[config.mk]
export PLATFORM = sky130hd
export DESIGN_NAME = key_entry_ctrl
export DESIGN_NICKNAME = d
export VERILOG_FILES = /design/src/rtl/key_pkg.sv /design/src/rtl/key_entry_ctrl.sv
export SDC_FILE = /design/constraint.sdc
export NUM_CORES = 1
export LEC_CHECK = 0
export ABC_CLOCK_PERIOD_IN_PS = 1600
export BUFFER_PORTS_ARGS = -buffer_cell sky130_fd_sc_hd__buf_2
export CORE_MARGIN = 2
export CORE_UTILIZATION = 45
export CTS_CLUSTER_SIZE = 28
export DETAILED_ROUTE_END_ITERATION = 16
export GPL_TIMING_DRIVEN = 0
export PLACE_DENSITY = 0.74
export SETUP_SLACK_MARGIN = 0.2
export SYNTH_ARGS = -nofsm -noshare
export SYNTH_HDL_FRONTEND = slang
export SYNTH_SLANG_ARGS = --single-unit
[constraint.sdc]
create_clock -name clk_i -period 1.6 [get_ports clk_i]
set_clock_uncertainty 0.15 [all_clocks]
set_input_delay 0.4 -clock clk_i [delete_from_list [all_inputs] [get_ports clk_i]]
set_output_delay 0.4 -clock clk_i [all_outputs]
set_load 0.02 [all_outputs]
[src/rtl/key_pkg.sv]
// Shared constants for the hex key-entry sequencer: FSM state encoding and digit width.
package key_pkg;

  localparam int DIGIT_W = 4;

  localparam logic [1:0] ST_IDLE    = 2'd0;
  localparam logic [1:0] ST_COLLECT = 2'd1;
  localparam logic [1:0] ST_DONE    = 2'd2;

endpackage

[src/rtl/key_entry_ctrl.sv]
// Collects DIGITS hex key strobes MSB-first into one word for the CPU IN port.
// Handshake: data_valid_o rises with a stable data_o; the word is consumed on the cycle ack_i=1 is sampled.
module key_entry_ctrl
  import key_pkg::*;
#(
  parameter int DIGITS      = 4,
  parameter int TIMEOUT_CYC = 0,
  localparam int W          = DIGIT_W * DIGITS
) (
  input  logic               clk_i,
  input  logic               rst_i,
  input  logic               key_valid_i,
  input  logic [DIGIT_W-1:0] key_num_i,
  input  logic               req_i,
  input  logic               ack_i,
  output logic [W-1:0]       data_o,
  output logic               data_valid_o,
  output logic               busy_o,
  output logic [3:0]         digit_cnt_o,
  output logic [W-1:0]       entry_o,
  output logic               timeout_o,
  output logic [1:0]         state_o
);

  localparam int IDLE_W = (TIMEOUT_CYC > 0) ? $clog2(TIMEOUT_CYC + 1) : 1;
  localparam logic [IDLE_W-1:0] TO_LAST  = IDLE_W'((TIMEOUT_CYC > 0) ? TIMEOUT_CYC - 1 : 0);
  localparam logic [IDLE_W-1:0] TO_LIMIT = IDLE_W'(TIMEOUT_CYC);
  localparam logic [3:0] LAST_CNT = 4'(DIGITS - 1);
  localparam logic [3:0] MAX_CNT  = 4'(DIGITS);

  logic [1:0]        state_q, state_d;
  logic              key_prev_q;
  logic [W-1:0]      entry_q, entry_d;
  logic [W-1:0]      data_q, data_d;
  logic [3:0]        digit_cnt_q, digit_cnt_d;
  logic [IDLE_W-1:0] idle_cnt_q, idle_cnt_d;
  logic              data_valid_q, data_valid_d;
  logic              busy_q, busy_d;
  logic              timeout_q, timeout_d;

  logic              key_stb;
  logic              last_digit;
  logic              expire;
  logic [W-1:0]      entry_shift;

  assign key_stb    = key_valid_i & ~key_prev_q;
  assign last_digit = (digit_cnt_q == LAST_CNT);
  // A strobe in the expiring cycle keeps the entry alive.
  assign expire     = (TIMEOUT_CYC > 0) && !key_stb && (idle_cnt_q == TO_LAST);

  generate
    if (DIGITS == 1) begin : g_single
      assign entry_shift = key_num_i;
    end else begin : g_multi
      assign entry_shift = {entry_q[W-DIGIT_W-1:0], key_num_i};
    end
  endgenerate

  // State and datapath registers.
  always_ff @(posedge clk_i) begin
    if (rst_i) begin
      state_q      <= ST_IDLE;
      key_prev_q   <= 1'b0;
      entry_q      <= '0;
      data_q       <= '0;
      digit_cnt_q  <= '0;
      idle_cnt_q   <= '0;
      data_valid_q <= 1'b0;
      busy_q       <= 1'b0;
      timeout_q    <= 1'b0;
    end else begin
      state_q      <= state_d;
      key_prev_q   <= key_valid_i;
      entry_q      <= entry_d;
      data_q       <= data_d;
      digit_cnt_q  <= digit_cnt_d;
      idle_cnt_q   <= idle_cnt_d;
      data_valid_q <= data_valid_d;
      busy_q       <= busy_d;
      timeout_q    <= timeout_d;
    end
  end

  // Next-state logic; req_i is only looked at from IDLE.
  always_comb begin
    state_d = state_q;
    case (state_q)
      ST_IDLE: begin
        if (req_i) state_d = ST_COLLECT;
      end
      ST_COLLECT: begin
        if (key_stb && last_digit) state_d = ST_DONE;
        else if (expire)           state_d = ST_IDLE;
      end
      ST_DONE: begin
        if (ack_i) state_d = ST_IDLE;
      end
      default: state_d = ST_IDLE;
    endcase
  end

  // Next values of the registered outputs and the entry datapath.
  always_comb begin
    entry_d      = entry_q;
    data_d       = data_q;
    digit_cnt_d  = digit_cnt_q;
    idle_cnt_d   = idle_cnt_q;
    timeout_d    = 1'b0;
    data_valid_d = (state_d == ST_DONE);
    busy_d       = (state_d == ST_COLLECT);
    case (state_q)
      ST_IDLE: begin
        if (req_i) begin
          entry_d     = '0;
          digit_cnt_d = '0;
          idle_cnt_d  = '0;
        end
      end
      ST_COLLECT: begin
        if (key_stb) begin
          entry_d     = entry_shift;
          digit_cnt_d = (digit_cnt_q == MAX_CNT) ? digit_cnt_q : digit_cnt_q + 4'd1;
          idle_cnt_d  = '0;
          if (last_digit) data_d = entry_shift;
        end else if (expire) begin
          timeout_d   = 1'b1;
          entry_d     = '0;
          digit_cnt_d = '0;
          idle_cnt_d  = '0;
        end else if ((TIMEOUT_CYC > 0) && (idle_cnt_q != TO_LIMIT)) begin
          idle_cnt_d = idle_cnt_q + 1'b1;
        end
      end
      default: ;
    endcase
  end

  assign data_o       = data_q;
  assign data_valid_o = data_valid_q;
  assign busy_o       = busy_q;
  assign digit_cnt_o  = digit_cnt_q;
  assign entry_o      = entry_q;
  assign timeout_o    = timeout_q;
  assign state_o      = state_q;

endmodule

==> metrics.md, run 1 <==
| Metric | Value |
|---|---|
| Crit-path max FO | `5` |
| Primary FF master, synth | `dfxtp_1` |
| CP Class | `reg2reg` |
| Post-Syn Area | `1640 um2` |
| Maximum resistive drop on vdd | `0.511 mV` |
| Row cnt | `21` |
| Avg Cell Area, Syn | `10.4 um2` |
| Required @ worst endpoint | `1.72 ns` |
| Layout cells sized above 1 | `0.653` |
| Maximum buffer depth of the clock tree | `2` |
| Total vias in the final route | `1529` |
| Final Slew Violations | `0` |
| Status | `finished with violations` |
| Tot GR Track Use | `0.230` |
| Violated checks | `negative setup slack` |
| Number of global-route vias before repair | `1491` |
| Crit path launch | `digit_cnt_o[0]` |
| Post-Synthesis Cells | `around 160` |
| Gr ovfl total | `0` |
| Die Ht | `64.3 um` |
| # fillers | `182` |
| Setup total negative slack | `-2.66 ns` |
| Most frequent cells in the layout | `buf_6, nand2b_1, dfxtp_2, buf_4, mux2i_1` |
| Starting Density | `0.479` |
| Die W | `between 60 and 70 um` |
| Hpwl dp | `2650 um` |
| Final Hold Viols | `0` |
| Crit. End Element | `register` |
| Post-Syn Nets | `around 170` |
| Die area | `4130 um2` |
| Fin cells | `282` |
| Largest net degree at the start of global routing | `14` |
| Vias per std cell | `5.42` |
| Synth Area in Adders | `0.0153` |
| Startpoint types | `register` |
| Synthesized flop and latch total | `about 40` |
| Clock transition at path regs | `0.12 ns` |
| Final period util | `1.09` |
| Ys async rst share | `0` |
| Largest family of logic cells by synthesized area | `simple AND/OR/NAND/NOR gates` |
| Worst slew pin tran | `between 0.5 and 0.6 ns` |
| YS warnings | `0` |
| Worst r2r src | `digit_cnt_o[0]` |
| DR WL/cell | `19.0 um` |
| Initial antenna violation count | `0` |
| Final min period | `1.75 ns` |
| Cell area after placement | `1990 um2` |
| Most common cell after layout, fill and taps aside | `buf_6` |
| Synth unique cells | `29` |
| H-Tree Depth | `2` |
| Arrival time worst endpoint | `1.87 ns` |
| Core area | `3420 um2` |
| Placed insts | `250` |
| Slew Limit Headroom | `0.604` |
| Area grow syn2layout | `67.0%` |
| Leakage power | `1.17 nW` |
| Final setup violation count | `23` |
| Power Dens Cells | `650 nW/um2` |
| Final WS setup | `-0.145 ns` |
| Post-Synth XOR/XNOR Area | `0` |
| Setup repair after global routing missed its margin | `yes` |
| Design Area, Final | `between 2000 and 3000 um2` |
| Clock latency at the later pin of the worst-skew pair | `around 0.35 ns` |
| WL final | `~5400 um` |
| CTS Buf Count | `5` |
| Remaining DRCs | `0` |
| Flop-to-flop setup slack | `-0.15 ns` |
| EDFF count, synth | `0` |
| First-pass GRT wire length | `7330 um` |
| Hold Crit Class | `in2reg` |
| Clock Sinks | `41` |
| Mux cell area share after synthesis | `0.110` |
| Antenna-violating nets left | `0` |
| # IOs | `50` |
| Final net count | `around 250` |
| Fmax | `573 MHz` |
| Reg2reg path depth | `6` |
| Setup crit end | `data_o[11]` |
| Compound-cell area share of the yosys netlist | `0.0979` |
| DR pass1 iterations | `4` |
| # diodes | `0` |
| Seq/Total Area, Yosys | `0.502` |
| Utilization after layout | `0.800` |
| Final GP Congestion | `approximately 0.77` |
| Root Buffer Master | `clkbuf_4` |
| Max Cap Violations | `0` |
| R2R Path End | `data_o[11]` |
| Post-synthesis simple-gate area fraction | `0.218` |
| CTS tree | `built` |
| I/O Buffers | `47` |
| Initial DRC Count | `75` |
-- report_power, final --
part,switching (mW),internal (mW)
sequential,0.00959,1.02
combinational,0.118,0.106
clock,0.352,0.168
-- logic make-up (layout without fill, tap and decap cells) --
group / after synthesis / count (layout)
buf+inv: 18 / 97
compound gates: 23 / 23
flops: 41 / 41
fa+ha+maj: 2 / 2
other cells: 1 / 1
mux: 18 / 18
simple gates: 54 / 54
-- repair_timing --
action / CTS / global route
buffers inserted: 17 / 5
pin swaps: 14 / 4
gates cloned: 1 / 1
setup endpoints to repair: 73 / 80
gates resized for setup: 107 / 43
hold buffers: 0 / 0
-- area by class of cell --
type / count / area (um2) / share of cell area
Timing Repair Buffer: 71 / 707 / 0.259
Clock buffer: 5 / 37.5 / 0.0137
Clock inverter: 3 / 16.3 / 0.00596
Tap cell: 46 / 57.6 / 0.0211
Multi-Input combinational cell: 98 / 918 / 0.336
Buffer: 11 / 83.8 / 0.0307
Inverter: 7 / 28.8 / 0.0105
Sequential cell: 41 / 882 / 0.323
-- critical path, stage by stage, from the launching register on --
cell,delay (ns)
dfxtp_4,0.41
ha_4,0.15
inv_4,0.04
or4b_4,0.47
buf_6,0.16
buf_12,0.13
mux2i_1,0.16
-- metrics by stage --
step                total power [mW]  hold WS, ns  setup WS, ns
finish                          1.78        0.169        -0.145
detailed placement              1.20        0.313        -0.283
global placement                1.19        0.308        -0.267
global route                    1.84        0.167        -0.191
floorplan                       1.15        0.376        -0.101
CTS                             1.74        0.161        -0.125
-- how the worst min path moves through the flow --
stage              startpoint              to  slack [ns]  cells past startpoint
3_5_place_dp        data_o[1]       data_o[1]        0.31                      2
6_report          key_valid_i      key_prev_q        0.17                      2
2_1_floorplan  digit_cnt_o[0]  digit_cnt_o[0]        0.38                      2
4_1_cts                 ack_i      state_o[1]        0.16                      4
3_3_place_gp       data_o[15]      data_o[15]        0.31                      2
5_1_grt           key_valid_i      key_prev_q        0.17                      2
-- flip-flops by register name, indices dropped and copies added (netlist names) --
name and cells:
data_o 16, entry_o 16, digit_cnt_o 4, state_o 2
busy_o 1, data_valid_o 1, key_prev_q 1
-- metal layers --
metal,track usage,share of wire,vias to the layer above
met4,0.0665,0.018,0
met1,0.282,0.41,750
met5,0,0,-
li1,-,-,706
met3,0.0511,0.058,11
met2,0.402,0.51,62
-- synthesized netlist by cell type (3+ instances only) --
cell,count,share of area
o22ai_1,12,0.046
or3b_2,3,0.016
nor2_1,3,0.0069
nor4_1,3,0.011
mux2i_1,18,0.11
dfxtp_1,41,0.50
inv_1,7,0.016
o32ai_1,4,0.021
nand2b_1,33,0.13
clkbuf_1,6,0.014
Power figures use the tool's default switching activity.
==> run 2: changes to the inputs <==
--- a/config.mk
+++ b/config.mk
@@ -5,14 +5,13 @@
 export SDC_FILE = /design/constraint.sdc
 export NUM_CORES = 1
 export LEC_CHECK = 0
-export ABC_CLOCK_PERIOD_IN_PS = 1600
+export ABC_CLOCK_PERIOD_IN_PS = 2170
 export BUFFER_PORTS_ARGS = -buffer_cell sky130_fd_sc_hd__buf_2
 export CORE_MARGIN = 2
 export CORE_UTILIZATION = 45
-export CTS_CLUSTER_SIZE = 28
+export CTS_CLUSTER_SIZE = 24
 export DETAILED_ROUTE_END_ITERATION = 16
-export GPL_TIMING_DRIVEN = 0
-export PLACE_DENSITY = 0.74
+export PLACE_DENSITY = 0.71
 export SETUP_SLACK_MARGIN = 0.2
 export SYNTH_ARGS = -nofsm -noshare
 export SYNTH_HDL_FRONTEND = slang
==> constraint.sdc (replaced) <==
create_clock -name clk_i -period 2.17 [get_ports clk_i]
set_clock_uncertainty 0.15 [all_clocks]
set_input_delay 0.5425 -clock clk_i [delete_from_list [all_inputs] [get_ports clk_i]]
set_output_delay 0.5425 -clock clk_i [all_outputs]
set_load 0.02 [all_outputs]
==> metrics.md, run 2 (synthesis results as in run 1) <==
| Metric | Value |
|---|---|
| Final setup violation count | `0 (-100%)` |
| Post-CTS Hold Fix Bufs | `0 (unchanged)` |
| Crit. End Element | `register` |
| R2R Path End | `digit_cnt_o[3]` |
| H-Tree Depth | `2 (unchanged)` |
| Required @ worst endpoint | `2.30 ns (+0.58 ns)` |
| Core area | `3420 um2 (unchanged)` |
| CTS Buf Count | `5 (unchanged)` |
| Remaining DRCs | `0 (unchanged)` |
| Die Ht | `64.3 um (unchanged)` |
| Clock latency at the later pin of the worst-skew pair | `0.35 ns (about the same)` |
| First-pass GRT wire length | `5660 um (-23%)` |
| Initial antenna violation count | `0 (unchanged)` |
| # IOs | `50 (unchanged)` |
| Multi-input combinational cell area | `728 um2 (-21%)` |
| Crit-path max FO | `5 (unchanged)` |
| Row cnt | `21 (unchanged)` |
| Final min period | `1.85 ns (+0.101 ns)` |
| Crit path max-delay family | `compound AO/OA/AOI/OAI gates` |
| DR WL/cell | `13.4 um (-30%)` |
| Clock Sinks | `41 (unchanged)` |
| Vias per std cell | `5.16 (-4.8%)` |
| Die W | `64.3 um (unchanged)` |
| I/O Buffers | `48 (+2.1%)` |
| Worst hold stages | `3 (+1)` |
| DR pass1 iterations | `4 (unchanged)` |
| Area grow syn2layout | `20.8%` |
| Slowest cell on the critical path | `a2111oi_1` |
| Reg2reg path depth | `5 (-1)` |
| Total power | `1.26 mW (-29%)` |
| Fmax | `542 MHz (-5.5%)` |
| Final Hold Viols | `0 (unchanged)` |
| # diodes | `0 (unchanged)` |
| CP Class | `reg2reg` |
| Starting Density | `0.479 (unchanged)` |
| Resize count post-CTS | `0 (-100%)` |
| Hold Path Origin | `key_num_i[0]` |
| Final period util | `0.851 (-0.240)` |
| Die area | `4130 um2 (unchanged)` |
| CTS tree | `built` |
| Maximum resistive drop on vdd | `0.491 mV (-4.0%)` |
| Number of setup buffers added after CTS | `0 (-17)` |
| Arrival time worst endpoint | `1.98 ns (+0.11 ns)` |
| Layer with the highest usage | `met2` |
| Status | `completed` |
| Hold Crit Class | `in2reg` |
| Setup total negative slack | `0 ns (+2.66 ns)` |
| Antenna-violating nets left | `0 (unchanged)` |
| Power Dens Cells | `636 nW/um2 (-2.2%)` |
| # fillers | `317 (+74%)` |
| Total vias in the final route | `1306 (-15%)` |
| Hold Path End | `data_o[0]` |
| Root Buffer Master | `clkbuf_4` |
| Gr ovfl total | `0 (unchanged)` |
| Startpoint types | `register` |
| Most common cell after layout, fill and taps aside | `buf_2` |
| Flop-to-flop setup slack | `0.32 ns (+0.47 ns)` |
| Utilization after layout | `0.578 (-0.221)` |
| Largest net degree at the start of global routing | `36 (+22)` |
| Tot GR Track Use | `0.176 (-0.0540)` |
| Hold WS | `0.317 ns (+0.148 ns)` |
| Critical path cell sequence | `inv_1, ha_1, and4b_1, a2111oi_1, mux2i_1` |
| Worst r2r src | `digit_cnt_o[0]` |
| Met1 usage in global routing | `0.219 (-0.0632)` |
| WL final | `3380 um (-37%)` |
| Most frequent cells in the layout | `buf_2, dfxtp_1, nand2b_1, mux2i_1, o22ai_1` |
| Leakage power | `0.940 nW (-20%)` |
| Maximum buffer depth of the clock tree | `2 (unchanged)` |
| Layout cells sized above 1 | `0.319 (-0.334)` |
| GR Util met2 | `0.275 (-0.128)` |
| Initial DRC Count | `79 (+5.3%)` |
| Clock transition at path regs | `0.12 ns (about the same)` |
| Final net count | `217 (-12%)` |
| Setup repair after global routing missed its margin | `yes` |
| Number of global-route vias before repair | `1231 (-17%)` |
| WP buf/inv | `1 (-2)` |
| Final GP Congestion | `0.737 (-4.2%)` |
| Grt met3 use | `0.0810 (+0.0299)` |
| Max stage delay on crit path | `0.50 ns (+0.03 ns)` |
| Flip-flop and latch area | `821 um2 (-7.0%)` |
| Hpwl dp | `2400 um (-9.3%)` |
| Max Cap Violations | `0 (unchanged)` |
| Final Slew Violations | `0 (unchanged)` |
[run 2: through the flow]
step                std cells  worst slack [ns]  area (um2)
global placement          245             0.274        1910
detailed placement        245             0.234        1910
global route              253             0.160        1980
CTS                       253             0.223        1970
finish                    253             0.324        1980
floorplan                 157             0.284        1640
[run 2: final cells by class]
type	count	area share
clock buffer	6	0.0260
tap	46	0.0291
sequential	41	0.415
inverter	7	0.0133
clock inverter	2	0.00697
multi-input combinational	98	0.369
timing repair buffer	53	0.141
[run 2: worst max-delay path by stage]
stage / to / depth (start not counted) / start
after CTS: digit_cnt_o[3] / 5 / digit_cnt_o[0]
after detailed placement: digit_cnt_o[3] / 5 / digit_cnt_o[0]
final: digit_cnt_o[3] / 5 / digit_cnt_o[0]
after global placement: data_o[5] / 5 / key_valid_i
after floorplan: data_o[8] / 6 / digit_cnt_o[0]
after global routing: digit_cnt_o[3] / 5 / digit_cnt_o[0]
[run 2: worst register-to-register path, cell delays in order (launching register included)]
cell       delay (ns)
dfxtp_1          0.41
inv_1            0.09
ha_1             0.19
and4b_1          0.22
a2111oi_1        0.50
mux2i_1          0.23
[run 2: where the power goes]
group	leakage (nW)	switching [mW]	internal (mW)
clock network	0.0382	0.244	0.158
registers	0.331	0.00606	0.760
logic	0.570	0.0514	0.0376
[run 2: metal layers]
layer / part of all wire / vias to the layer above
li1: - / 651
met5: 0 / -
met4: 0.011 / 0
met3: 0.066 / 4
met1: 0.47 / 610
met2: 0.45 / 41
